### src/rtl/write_arb_pkg.sv
// Shared definitions for the write-path arbitration scheduler.
//   arb_state_e : scheduler FSM states (IDLE between packets, XFER while
//                 beats of the granted packet are being issued)
//   PORT_IDX_W  : width of a port index; sel_port is this wide, so at most
//                 16 ports can be scheduled
//   LEN_W       : default width of a per-port packet-length field in beats
//   wrap_idx    : folds a sum of two in-range port indices back into the
//                 range 0..modulus-1
package write_arb_pkg;

  localparam int PORT_IDX_W = 4;
  localparam int LEN_W      = 8;
  localparam int MAX_PORTS  = 1 << PORT_IDX_W;

  typedef enum logic {
    IDLE = 1'b0,
    XFER = 1'b1
  } arb_state_e;

  // Operands are always below the modulus, so one conditional subtract is
  // enough and avoids a real divider.
  function automatic logic [PORT_IDX_W-1:0] wrap_idx(
    input logic [PORT_IDX_W:0] value,
    input int                  modulus
  );
    int v;
    v = int'(value);
    if (v >= modulus) begin
      v = v - modulus;
    end
    return PORT_IDX_W'(v);
  endfunction

endpackage

### src/rtl/write_arb_scheduler_if.sv
// Bundle of the request, grant and selecter-control signals of the write
// arbitration scheduler.
//   req        : per-port write request, held until granted
//   req_len    : packed per-port packet lengths, port i at
//                [(i+1)*len_width-1 : i*len_width]
//   ready      : SRAM write side accepts a beat this cycle
//   grant      : one-hot grant, held for the whole packet
//   sel_port   : selecter select, index of the granted port
//   sel_enable : selecter enable, high for each beat issued
//   busy       : packet in progress
//   pkt_done   : one-cycle pulse in the cycle after the last beat
// Modport master belongs to the requesters / SRAM side, modport slave to
// the scheduler itself.
interface write_arb_scheduler_if #(
  parameter int num_of_ports = 16,
  parameter int len_width    = write_arb_pkg::LEN_W
);

  logic [num_of_ports-1:0]           req;
  logic [num_of_ports*len_width-1:0] req_len;
  logic                              ready;
  logic [num_of_ports-1:0]           grant;
  logic [write_arb_pkg::PORT_IDX_W-1:0] sel_port;
  logic                              sel_enable;
  logic                              busy;
  logic                              pkt_done;

  modport master (
    output req,
    output req_len,
    output ready,
    input  grant,
    input  sel_port,
    input  sel_enable,
    input  busy,
    input  pkt_done
  );

  modport slave (
    input  req,
    input  req_len,
    input  ready,
    output grant,
    output sel_port,
    output sel_enable,
    output busy,
    output pkt_done
  );

endinterface

### src/rtl/write_arb_scheduler_picker.sv
// Combinational round-robin priority picker.
//   req       : request vector, one bit per port
//   last_port : port served most recently; it gets the lowest priority
//   winner    : index of the first requesting port after last_port,
//               wrapping modulo num_of_ports
//   valid     : at least one port is requesting
// The request vector is rotated so that port last_port+1 lands at bit 0,
// the lowest set bit is found, and the offset is rotated back.
module rr_priority_picker
  import write_arb_pkg::*;
#(
  parameter int num_of_ports = 16
) (
  input  logic [num_of_ports-1:0] req,
  input  logic [PORT_IDX_W-1:0]   last_port,
  output logic [PORT_IDX_W-1:0]   winner,
  output logic                    valid
);

  logic [PORT_IDX_W-1:0]   start;
  logic [PORT_IDX_W-1:0]   offset;
  logic [num_of_ports-1:0] rotated;

  always_comb begin
    start   = wrap_idx({1'b0, last_port} + (PORT_IDX_W + 1)'(1), num_of_ports);
    rotated = '0;
    for (int i = 0; i < num_of_ports; i++) begin
      rotated[i] = req[wrap_idx({1'b0, start} + (PORT_IDX_W + 1)'(i), num_of_ports)];
    end

    // Scan from the top down so the lowest set bit is the one that sticks.
    offset = '0;
    valid  = 1'b0;
    for (int i = num_of_ports - 1; i >= 0; i--) begin
      if (rotated[i]) begin
        offset = PORT_IDX_W'(i);
        valid  = 1'b1;
      end
    end

    winner = wrap_idx({1'b0, start} + {1'b0, offset}, num_of_ports);
  end

endmodule

### src/rtl/write_arb_scheduler.sv
// Round-robin write scheduler in front of the write path's channel
// selecter. One requesting port is granted at a time and keeps the grant
// until every beat of its packet has been accepted by the SRAM side.
//   clk : system clock
//   rst : synchronous reset, active-high; aborts any packet in flight
//   bus : slave side of write_arb_scheduler_if (requests, lengths, ready
//         in; grant, sel_port, sel_enable, busy, pkt_done out)
// Requests and lengths are only looked at while idle; the selecter
// registers its output, so SRAM data trails sel_enable by one cycle.
module write_arb_scheduler
  import write_arb_pkg::*;
#(
  parameter int num_of_ports = 16,
  parameter int len_width    = LEN_W
) (
  input  logic                clk,
  input  logic                rst,
  write_arb_scheduler_if.slave bus
);

  arb_state_e              state_q, state_d;
  logic [num_of_ports-1:0] grant_q, grant_d;
  logic [PORT_IDX_W-1:0]   sel_port_q, sel_port_d;
  logic [PORT_IDX_W-1:0]   last_port_q, last_port_d;
  logic                    pkt_done_q, pkt_done_d;
  logic [len_width-1:0]    beat_cnt_q, beat_cnt_d;

  logic [PORT_IDX_W-1:0]   winner;
  logic                    winner_valid;
  logic [len_width-1:0]    winner_len;

  rr_priority_picker #(
    .num_of_ports (num_of_ports)
  ) u_picker (
    .req       (bus.req),
    .last_port (last_port_q),
    .winner    (winner),
    .valid     (winner_valid)
  );

  // Length field of whichever port the picker chose.
  always_comb begin
    winner_len = '0;
    for (int i = 0; i < num_of_ports; i++) begin
      if (winner == PORT_IDX_W'(i)) begin
        winner_len = bus.req_len[i*len_width +: len_width];
      end
    end
  end

  // Next-state logic. beat_cnt holds the beats still to issue including
  // the current one, so the packet ends on the accepted beat where it is 1.
  always_comb begin
    state_d     = state_q;
    grant_d     = grant_q;
    sel_port_d  = sel_port_q;
    last_port_d = last_port_q;
    beat_cnt_d  = beat_cnt_q;
    pkt_done_d  = 1'b0;

    case (state_q)
      IDLE: begin
        grant_d = '0;
        if (winner_valid) begin
          state_d    = XFER;
          grant_d    = num_of_ports'(1) << winner;
          sel_port_d = winner;
          // A zero length would otherwise never finish; run it as one beat.
          beat_cnt_d = (winner_len == '0) ? len_width'(1) : winner_len;
        end
      end

      XFER: begin
        if (bus.ready) begin
          if (beat_cnt_q == len_width'(1)) begin
            state_d     = IDLE;
            grant_d     = '0;
            last_port_d = sel_port_q;
            pkt_done_d  = 1'b1;
          end else begin
            beat_cnt_d = beat_cnt_q - len_width'(1);
          end
        end
      end
    endcase
  end

  // State register; reset leaves the last port at the top index so port 0
  // wins the first arbitration.
  always_ff @(posedge clk) begin
    if (rst) begin
      state_q     <= IDLE;
      grant_q     <= '0;
      sel_port_q  <= '0;
      last_port_q <= PORT_IDX_W'(num_of_ports - 1);
      pkt_done_q  <= 1'b0;
      beat_cnt_q  <= '0;
    end else begin
      state_q     <= state_d;
      grant_q     <= grant_d;
      sel_port_q  <= sel_port_d;
      last_port_q <= last_port_d;
      pkt_done_q  <= pkt_done_d;
      beat_cnt_q  <= beat_cnt_d;
    end
  end

  // sel_enable follows ready combinationally so a beat is steered only in
  // a cycle the SRAM side actually takes it; sel_port alone never enables.
  assign bus.grant      = grant_q;
  assign bus.sel_port   = sel_port_q;
  assign bus.busy       = (state_q == XFER);
  assign bus.sel_enable = (state_q == XFER) & bus.ready;
  assign bus.pkt_done   = pkt_done_q;

endmodule
### src/flat_wrapper.sv
// flat-port wrapper written by rule: the top's interface ports become plain ports
module write_arb_scheduler_flat import write_arb_pkg::*;
#(
  parameter int num_of_ports = 16,
  parameter int len_width    = LEN_W
)
  (clk, rst, bus_req, bus_req_len, bus_ready, bus_grant, bus_sel_port, bus_sel_enable, bus_busy, bus_pkt_done);
  write_arb_scheduler_if #(.num_of_ports(num_of_ports), .len_width(len_width)) bus_i ();
  input  logic clk;
  input  logic rst;
  input wire logic [$bits(bus_i.req)-1:0] bus_req;
  input wire logic [$bits(bus_i.req_len)-1:0] bus_req_len;
  input wire logic [$bits(bus_i.ready)-1:0] bus_ready;
  output wire logic [$bits(bus_i.grant)-1:0] bus_grant;
  output wire logic [$bits(bus_i.sel_port)-1:0] bus_sel_port;
  output wire logic [$bits(bus_i.sel_enable)-1:0] bus_sel_enable;
  output wire logic [$bits(bus_i.busy)-1:0] bus_busy;
  output wire logic [$bits(bus_i.pkt_done)-1:0] bus_pkt_done;
  assign bus_i.req = bus_req;
  assign bus_i.req_len = bus_req_len;
  assign bus_i.ready = bus_ready;
  assign bus_grant = bus_i.grant;
  assign bus_sel_port = bus_i.sel_port;
  assign bus_sel_enable = bus_i.sel_enable;
  assign bus_busy = bus_i.busy;
  assign bus_pkt_done = bus_i.pkt_done;
  write_arb_scheduler #(.num_of_ports(num_of_ports), .len_width(len_width)) u_core (.clk(clk), .rst(rst), .bus(bus_i));
endmodule
### config.mk
export PLATFORM = sky130hd
export DESIGN_NAME = write_arb_scheduler_flat
export DESIGN_NICKNAME = d
export VERILOG_FILES = /design/src/rtl/write_arb_pkg.sv /design/src/rtl/write_arb_scheduler_if.sv /design/src/rtl/write_arb_scheduler_picker.sv /design/src/rtl/write_arb_scheduler.sv /design/src/flat_wrapper.sv
export SDC_FILE = /design/constraint.sdc
export NUM_CORES = 1
export LEC_CHECK = 0
export BUFFER_PORTS_ARGS = -buffer_cell sky130_fd_sc_hd__buf_2
export CORE_MARGIN = 4
export CORE_UTILIZATION = 50
export DETAILED_ROUTE_END_ITERATION = 12
export PLACE_DENSITY = 0.83
export SYNTH_ARGS = -nofsm -noshare
export SYNTH_HDL_FRONTEND = slang
export SYNTH_HIERARCHICAL = 1
export SYNTH_SLANG_ARGS = --single-unit
### constraint.sdc
create_clock -name clk -period 8.35 [get_ports clk]
set_input_delay 0.835 -clock clk [delete_from_list [all_inputs] [get_ports clk]]
set_output_delay 0.835 -clock clk [all_outputs]
set_load 0.02 [all_outputs]
==> results.yml, run 1 <==
detailed_routing:
  drt_first_iter_violations: 327
  vias_per_cell: 6.311
  vias: 4828
  wl_per_cell_microns: 19.93
  post-route-drc-count: 0
  drt_first_pass_iters: 7
  ant_nets: 0
  wl_microns: 15250
worst_setup_path:
  cp_data_required_time_ns: 8.53
  crit_buf_inv: 3
  critPathMaxFanout: 20
  reg2reg_depth: 23
  worstReg2RegEnd: "u_core/beat_cnt_q[0]"
  critical_path.cell_chain: "clkinv_1, ha_1, buf_4, a21boi_2, xnor2_1, mux4_2, or4_1, a311oi_1, a211oi_1, o21a_1, ha_1, a21o_1, a21oi_1, xor2_1, xnor2_2, buf_4, nand2b_1, nor3_1, a222oi_1, o211ai_1, nor4_1, nand4bb_1, a221oi_1"
  crit_path_max_incr_delay_ns: 0.68
  worst_setup_path_start_kind: "flip-flop"
  rrSetupSlack_ns: 0.92
  end_kind: "flip-flop"
  cpLargestDelayFamily: "compound AO/OA/AOI/OAI gates"
  r2r-start: "u_core/last_port_q[0]"
  path_class: "reg -> reg"
  cp.arrival_ns: 7.61
  cp_slowest_cell: "dfxtp_1"
global_route:
  grt_overflow_total: 0
  grt_pass1_wl_microns: 23630
  gr-usage-all-layers_pct: 29.65
  antenna_found_initial: 0
  grt_pass1_vias: 4728
  grt_max_degree: 35
finish:
  nNetsFinal: 817
  n_antenna_cell: 0
  layout-drive-gt1-share_pct: 32.13
  synthToLayoutAreaGrowth_pct: 22.74
  fillCellCount: 709
logic_synthesis:
  synth-seq-cells: 34
  synth-async-reset-ratio_pct: 0
  yosysSeqAreaShare_pct: 16.76
  synth_most_common_cell: "mux2i_1"
  yosys_warnings: 6
  synth_common_cells: "53 x mux2i_1, 49 x nand2_1, 49 x nor2_1, 34 x dfxtp_1, 31 x a22oi_1"
  synthFlopType: "dfxtp_1"
  syn_avg_cell_area_sq_um: 7.841
  synth_nets: 673
  synthCells: 518
  yosysTopAreaCell: "dfxtp_1"
  synth_area_leaders: "dfxtp_1 17%, mux2i_1 13%, a22oi_1 5.7%"
  synth_cell_type_count: 75
  synth-edff-count: 0
  yosysTopAreaCellShare_pct: 16.76
  syn_area_sq_um: 4061
place:
  port_buffers: 169
  dp_slack_ns: 1.007
  hpwl_microns: 12310
  place_congestion: 1.083
clock_network:
  numCtsBuffers: 5
  cts_tree: "yes"
  clk_pin_slew_ns: 0.07
  hold_buffers: 0
  clk-insertion-delay-late_ns: 0.28
  cts_resized: 0
  htree_levels: 2
  ctsLongestPathBuffers: 2
  cts.sinks: 34
  clockRootBuffer: "clkbuf_8"
  cts_setup_buffers: 0
floorplanning:
  rows: 32
  die_width_microns: 98.13
  dieArea_sq_um: 9629
  start_util_pct: 52.02
  io-pin-count: 170
  fp.dieH_microns: 98.13
  design.core.area_sq_um: 7807
min_path:
  worstHoldStart: "u_core/bus.sel_port[2]"
  min_path_type: "reg -> reg"
  hold_path_end: "u_core/bus.sel_port[2]"
  worstHoldPathCells: 2
pwr:
  p_leak_uw: 0.002296
  power_density_nw_per_um2: 274.8
  ir_drop_uv: 195.4
  power_uw: 1370
timing:
  rsz0062_at_grt: "false"
  whs_ns: 0.4702
  setup_tns_ns: 0
  post-route-min-period_ns: 7.429
  setup_viol: 0
  maxSlewHeadroom_pct: 18.70
  fin_crit_sh_pct: 88.97
  tightest_slew_ns: 1.219
  clock_skew_ns: 0.004848
  setup_slack_ns: 0.9207
  finalHoldViolCount: 0
  slew_viol_final: 0
  clock.fmax_mhz: 134.6
job:
  drv_cap: 0
outcome:
  outcome: "finished, final reports clean"
-- per-stage QoR --
| stage | utilization [%] | cell area, sq um | std cells |
|---|---|---|---|
| after global placement | 62.63 | 4890 | 757 |
| after global routing | 63.85 | 4985 | 765 |
| after floorplan | - | 4061 | 518 |
| after detailed placement | 62.63 | 4890 | 757 |
| final | 63.85 | 4985 | 765 |
| after CTS | 63.85 | 4985 | 765 |
-- worst min-delay path, cell delays in order (launching register included) --
cell,delay [ns]
dfxtp_1,0.32
nand2_1,0.05
a21oi_1,0.05
-- placed cells by master, fill, tap and decap left out, types with 8 or more instances in the layout --
| cell type | count |
|---|---|
| mux2i_1 | 53 |
| mux2_2 | 13 |
| inv_1 | 17 |
| buf_2 | 169 |
| o211ai_1 | 8 |
| nor3_1 | 16 |
| nor2_1 | 49 |
| a21oi_1 | 22 |
| nand2_1 | 49 |
| a221oi_1 | 11 |
| dfxtp_1 | 34 |
| nor2b_1 | 10 |
| a22oi_1 | 31 |
| nand3_1 | 10 |
| o21ai_0 | 18 |
-- layer usage --
layer / GRT usage (%) / vias to the layer above / share of wire [%]
met5: 0 / - / 0
met4: 6.922 / 0 / 2.3
met3: 5.286 / 34 / 6.9
met2: 55.08 / 220 / 51
met1: 35.18 / 2292 / 40
li1: - / 2282 / -
-- cell type report --
cell class	instances	area, sq um	area share [%]
Multi-Input combinational cell	428	3127	62.73
Clock inverter	2	12.51	0.2510
Clock buffer	6	82.58	1.657
Sequential cell	34	680.7	13.65
Tap cell	102	127.6	2.560
Inverter	19	71.32	1.431
Timing Repair Buffer	174	883.3	17.72
-- state kept, by name, indices dropped and copies added, names as in the netlist --
signal               flops
u_core/bus.busy          1
u_core/last_port_q       4
u_core/bus.sel_port      4
u_core/bus.grant        16
u_core/beat_cnt_q        8
u_core/bus.pkt_done      1
-- worst max-delay path by stage --
stage	end	cells past startpoint	start
6_report	u_core/beat_cnt_q[0]	23	u_core/last_port_q[0]
2_1_floorplan	u_core/beat_cnt_q[0]	28	u_core/last_port_q[0]
4_1_cts	u_core/beat_cnt_q[0]	23	u_core/last_port_q[0]
5_1_grt	u_core/beat_cnt_q[0]	23	u_core/last_port_q[0]
3_3_place_gp	u_core/beat_cnt_q[0]	23	u_core/last_port_q[0]
3_5_place_dp	u_core/beat_cnt_q[0]	23	u_core/last_port_q[0]
-- cell families after synthesis --
group	share of synthesized area [%]
flops	16.76
buf+inv	6.623
xor+xnor	2.773
simple gates	20.70
compound gates	29.61
mux	20.89
fa+ha+maj	2.649
-- power breakdown --
group	leakage [uW]	internal [uW]	switching [uW]	total [uW]
clock	0.0000472	66.3	62.7	129
combinational	0.00197	399	610	1010
sequential	0.000277	194	37.9	232
(Power assumes the default switching activity.)
==> run 2, diff against run 1 <==
--- a/config.mk
+++ b/config.mk
@@ -10,6 +10,7 @@
 export CORE_UTILIZATION = 50
 export DETAILED_ROUTE_END_ITERATION = 12
 export PLACE_DENSITY = 0.83
+export SLEW_MARGIN = 30
 export SYNTH_ARGS = -nofsm -noshare
 export SYNTH_HDL_FRONTEND = slang
 export SYNTH_HIERARCHICAL = 1
==> constraint.sdc (replaced) <==
create_clock -name clk -period 7 [get_ports clk]
set_input_delay 0.7 -clock clk [delete_from_list [all_inputs] [get_ports clk]]
set_output_delay 0.7 -clock clk [all_outputs]
set_load 0.02 [all_outputs]
==> run 2 against run 1 <==
Net effect:
- routed wire length shrank 2.4%
- sequential power grew 18%
- first-iteration DRC count grew 36%
- utilization grew 1.8 points
- clock skew shrank 0.0025 ns
- via count grew 2.5%
- maximum frequency grew 14%
- count of clock-buffer cells in the layout is the same
==> results.yml, run 2 (synthesis gave the netlist of run 1 again) <==
detailed_routing:
  post-route-drc-count: 0
  wl_per_cell_microns: 19.11
  ant_nets: 0
  vias: 4951
  vias_per_cell: 6.356
  wl_microns: 14890
  drt_first_iter_violations: 444
  drt_first_pass_iters: 5
global_route:
  grt_pass1_vias: 4789
  grt_overflow_total: 0
  gr-usage-all-layers_pct: 28.79
  grt_max_degree: 35
  antenna_found_initial: 0
  grt_pass1_wl_microns: 22990
clock_network:
  clk-insertion-delay-late_ns: 0.28
  clk_pin_slew_ns: 0.07
  htree_levels: 2
  cts.sinks: 34
  hold_buffers: 0
  clockRootBuffer: "clkbuf_8"
  cts_tree: "yes"
  numCtsBuffers: 5
  ctsLongestPathBuffers: 2
floorplanning:
  io-pin-count: 170
  fp.dieH_microns: 98.13
  die_width_microns: 98.13
  design.core.area_sq_um: 7807
  start_util_pct: 52.02
  dieArea_sq_um: 9629
  rows: 32
finish:
  final_cell_mix: "169 x buf_2, 53 x mux2i_1, 49 x nor2_1, 49 x nand2_1, 32 x dfxtp_1"
  layout-drive-gt1-share_pct: 34.42
  fillCellCount: 688
  largest_reg_flops: 16
  n_antenna_cell: 0
  synthToLayoutAreaGrowth_pct: 26.25
  final_common_cell: "buf_2"
  nNetsFinal: 831
timing:
  tightest_slew_ns: 1.077
  maxSlewHeadroom_pct: 28.06
  clock_skew_ns: 0.002358
  post-route-min-period_ns: 6.536
  setup_tns_ns: 0
  slew_viol_final: 0
  rsz0062_at_grt: "false"
  clock.fmax_mhz: 153.0
  fin_crit_sh_pct: 93.38
  finalHoldViolCount: 0
  setup_viol: 0
pwr:
  p_sw_uw: 854.3
  p_leak_uw: 0.002367
  power_frac_comb_pct: 74.6
  seq_power_share_pct: 16.3
  clkPwrFrac_pct: 9.1
  ir_drop_uv: 232.2
  power_uw: 1670
  power.internal_uw: 815.9
  switching_share_pct: 51.15
  power_density_nw_per_um2: 325.7
place:
  hpwl_microns: 11990
  port_buffers: 169
  place_congestion: 1.038
worst_setup_path:
  critPathMaxFanout: 20
  cp.arrival_ns: 6.71
  worst_setup_path_start_kind: "flip-flop"
  path_class: "reg -> reg"
  end_kind: "flip-flop"
  cp_data_required_time_ns: 7.18
outcome:
  outcome: "finished, final reports clean"
job:
  drv_cap: 0
min_path:
  min_path_type: "reg -> reg"
## run 2: changes by cell type in the layout (fill, tap and decap cells not counted)
cell,change
xor2_2,+1
dfxtp_2,+2
xor2_1,-1
nor3b_1,-1
a2111oi_1,+1
xnor2_4,+1
a2111oi_0,-2
a21oi_2,+1
nor3b_2,+1
buf_4,+14
a2111oi_2,+1
a21oi_1,-1
xnor2_2,-1
dfxtp_1,-2
## run 2: area by class of cell
class,instances,area (sq um),area share (%)
clock inverter,2,12.51,0.2440
tap,102,127.6,2.489
inverter,19,71.32,1.391
clock buffer,6,82.58,1.611
multi-input combinational,428,3162,61.66
timing repair buffer,188,988.4,19.28
sequential,34,683.2,13.32
## run 2: worst paths after layout
path / start / endpoint / slack, ns / cells after the start
min: u_core/bus.sel_port[2] / u_core/bus.sel_port[2] / 0.47 / 2
min reg2reg: u_core/bus.sel_port[2] / u_core/bus.sel_port[2] / 0.47 / 2
max reg2reg: u_core/last_port_q[0] / u_core/beat_cnt_q[0] / 0.46 / 22
max: u_core/last_port_q[0] / u_core/beat_cnt_q[0] / 0.46 / 22
## run 2: critical path, stage by stage (launching register included)
cell       delay [ns]
dfxtp_2          0.42
clkinv_1         0.12
ha_1             0.34
buf_4            0.31
mux2i_1          0.32
mux2i_1          0.17
mux4_2           0.53
or4_1            0.58
a311oi_1         0.28
a211oi_1         0.10
o21a_1           0.18
ha_1             0.27
a21o_1           0.16
a21oi_1          0.22
xor2_2           0.26
xnor2_4          0.18
and3b_1          0.35
o2bb2ai_1        0.18
a2111oi_1        0.44
o2111ai_1        0.21
nor4_1           0.34
nand4bb_1        0.13
a221oi_1         0.32
## run 2: through the flow
stage                     hold WS (ns)  cells  utilization, %  instance area (sq um)  worst slack, ns
after floorplan                 0.4334    518               -                   4061           0.6991
final                           0.4735    779           65.67                   5127           0.4635
after CTS                       0.4756    774           64.76                   5056          0.06910
after global routing            0.5089    779           65.67                   5127          0.05352
after detailed placement        0.4654    766           63.54                   4961          0.08216
after global placement          0.4609    766           63.49                   4957           0.4773
## run 2: timing repair
item | in CTS | in global routing
resized for setup | 0 | 8
hold endpoints to repair | 0 | 0
endpoints found under the setup margin | 0 | 7
setup buffers | 0 | 5
## run 2: power groups by stage
stage	sequential (uW)	clock, uW	combinational [uW]
after CTS	271	154	1190
after global routing	278	164	1340
final	273	152	1250
after detailed placement	275	0	1190
after global placement	274	0	1160
after floorplan	283	0	890
## run 2: per-layer routing
metal | vias to the layer above | GRT usage (%) | part of all wire [%]
li1 | 2302 | - | -
met1 | 2336 | 35.47 | 38
met2 | 265 | 50.37 | 50
met3 | 48 | 5.571 | 8.5
met4 | 0 | 9.265 | 3.0
met5 | - | 0 | 0
==> run 3, diff against run 2 <==
--- a/config.mk
+++ b/config.mk
@@ -5,11 +5,12 @@
 export SDC_FILE = /design/constraint.sdc
 export NUM_CORES = 1
 export LEC_CHECK = 0
+export ABC_AREA = 1
 export BUFFER_PORTS_ARGS = -buffer_cell sky130_fd_sc_hd__buf_2
 export CORE_MARGIN = 4
 export CORE_UTILIZATION = 50
 export DETAILED_ROUTE_END_ITERATION = 12
-export PLACE_DENSITY = 0.83
+export PLACE_DENSITY = 0.82
 export SLEW_MARGIN = 30
 export SYNTH_ARGS = -nofsm -noshare
 export SYNTH_HDL_FRONTEND = slang
==> run 3 against run 2 <==
Net effect:
- combinational power fell by 27%
- final area rose by 0.24%
- sequential share of layout area fell by 0.081 points
- first-iteration DRC count fell by 34%
- critical endpoint unchanged
- clock power barely moved
- count of clock-buffer cells in the layout rose by 1
- non-clock buffer count fell by 16
- largest power group unchanged
- highest routed layer unchanged
==> results.yml, run 3 <==
timing:
  setup_tns_ns: 0
  post-route-min-period_ns: 5.996
  finalHoldViolCount: 0
  fin_crit_sh_pct: 85.65
  rsz0062_at_grt: "false"
  clock_skew_ns: 0.007760
  tightest_slew_ns: 0.6944
  maxSlewHeadroom_pct: 53.54
  clock.fmax_mhz: 166.8
  slew_viol_final: 0
  setup_viol: 0
detailed_routing:
  vias_per_cell: 5.118
  wl_per_cell_microns: 13.46
  wl_microns: 13840
  drt_first_iter_violations: 294
  ant_nets: 0
  post-route-drc-count: 0
  vias: 5261
  drt_first_pass_iters: 5
min_path:
  min_path_type: "reg -> reg"
floorplanning:
  fp.dieH_microns: 99.53
  start_util_pct: 51.24
  die_width_microns: 99.53
  io-pin-count: 170
  design.core.area_sq_um: 8175
  rows: 33
  dieArea_sq_um: 9906
clock_network:
  cts_resized: 0
  numCtsBuffers: 5
  ctsLongestPathBuffers: 2
  clk-insertion-delay-late_ns: 0.29
  clockRootBuffer: "clkbuf_8"
  htree_levels: 2
  hold_buffers: 0
  clk_pin_slew_ns: 0.07
  cts_tree: "yes"
  cts_setup_buffers: 0
  cts.sinks: 34
logic_synthesis:
  synth_common_cells: "287 x nand2_1, 85 x nand3_1, 76 x inv_1, 66 x nor2_1, 43 x a21oi_1"
  yosysSeqAreaShare_pct: 16.25
  synth_cell_type_count: 43
  synthCells: 762
  yosys_warnings: 6
  yosysTopAreaCellShare_pct: 25.72
  synth_area_leaders: "nand2_1 26%, dfxtp_1 16%, nand3_1 10%"
  synth_most_common_cell: "nand2_1"
  synth_nets: 917
  synthFlopType: "dfxtp_1"
  synth-async-reset-ratio_pct: 0
  yosysTopAreaCell: "nand2_1"
  syn_area_sq_um: 4189
  synth-seq-cells: 34
  synth-edff-count: 0
  syn_avg_cell_area_sq_um: 5.497
finish:
  final_cells: 1028
  final_common_cell: "nand2_1"
  synthToLayoutAreaGrowth_pct: 22.70
  n_antenna_cell: 0
  nNetsFinal: 1077
  layout-drive-gt1-share_pct: 25.68
  final_cell_mix: "287 x nand2_1, 169 x buf_2, 85 x nand3_1, 76 x inv_1, 66 x nor2_1"
  largest_reg_flops: 16
place:
  hpwl_microns: 11470
  place_congestion: 0.9775
  dpl.cell_count: 1020
  port_buffers: 169
worst_setup_path:
  worst_setup_path_start_kind: "flip-flop"
  crit_path_max_incr_delay_ns: 0.64
  path_class: "reg -> reg"
  end_kind: "flip-flop"
  crit_path_frequent_cell: "nand2_1"
  critPathMaxFanout: 20
  cp_data_required_time_ns: 7.17
  rrSetupSlack_ns: 1.00
  cp.arrival_ns: 6.17
  cp_slowest_cell: "ha_1"
pwr:
  power_density_nw_per_um2: 256.5
  ir_drop_uv: 132.6
  p_leak_uw: 0.002792
global_route:
  grt_max_degree: 29
  antenna_found_initial: 0
  grt_pass1_vias: 4934
  grt_pass1_wl_microns: 22070
  grt_overflow_total: 0
  gr-usage-all-layers_pct: 27.30
job:
  drv_cap: 0
outcome:
  outcome: "finished, final reports clean"
==> run 3: metrics by stage <==
stage / setup slack (ns) / total power (uW) / area, sq um / util, % / hold slack (ns)
after detailed placement: 1.130 / 1151 / 5044 / 61.69 / 0.4526
after floorplan: 2.165 / 923.9 / 4189 / - / 0.4448
after CTS: 1.090 / 1303 / 5135 / 62.81 / 0.4633
after global routing: 0.3134 / 1456 / 5140 / 62.87 / 0.4789
final: 1.004 / 1318 / 5140 / 62.87 / 0.4616
after global placement: 1.207 / 1145 / 5044 / 61.69 / 0.4499
==> run 3: kinds of logic (layout without fill, tap and decap cells) <==
logic type / count (synthesis) / after routing / synth area share (%)
AOI/OAI and AO/OA: 86 / 86 / 11.32
adders and majority gates: 8 / 8 / 2.569
and+or+nand+nor: 515 / 515 / 54.66
DFF: 34 / 34 / 16.25
buffers and inverters: 106 / 267 / 11.50
xor gates and xnor gates: 13 / 13 / 3.704
==> run 3: power breakdown <==
group	internal, uW	leakage, uW	switching (uW)	total (uW)
combinational	318	0.00247	599	917
clock	79.3	0.0000482	70.5	150
sequential	223	0.000278	27.9	251
==> run 3: critical path: cells and delay by family (launching register included) <==
family,cells,cell delay [ns]
flip-flops,1,0.40
buffers and inverters,3,0.43
adder cells (fa/ha/maj),3,1.18
XOR/XNOR,1,0.54
AO/OA/AOI/OAI,4,0.58
AND/OR/NAND/NOR,30,2.72
==> run 3: area by class of cell <==
type                            count  area [sq um]
Fill cell                         866          3035
Sequential cell                    34         680.7
Multi-Input combinational cell    622          3032
Clock inverter                      1         5.005
Clock buffer                        7         86.33
Inverter                           87         336.6
Tap cell                          105         131.4
Timing Repair Buffer              172         868.3
==> run 3: worst paths after layout <==
path                     endpoint  cells after the start                  start
max          u_core/beat_cnt_q[0]                     41  u_core/last_port_q[0]
min          u_core/bus.grant[14]                      2   u_core/bus.grant[14]
max reg2reg  u_core/beat_cnt_q[0]                     41  u_core/last_port_q[0]
min reg2reg  u_core/bus.grant[14]                      2   u_core/bus.grant[14]
==> run 3: metal layers <==
metal	up-vias	GRT usage, %	share of wire [%]
li1	2758	-	-
met1	2274	30.54	40
met2	190	50.00	49
met3	39	4.769	6.4
met4	0	12.50	4.2
met5	-	0	0
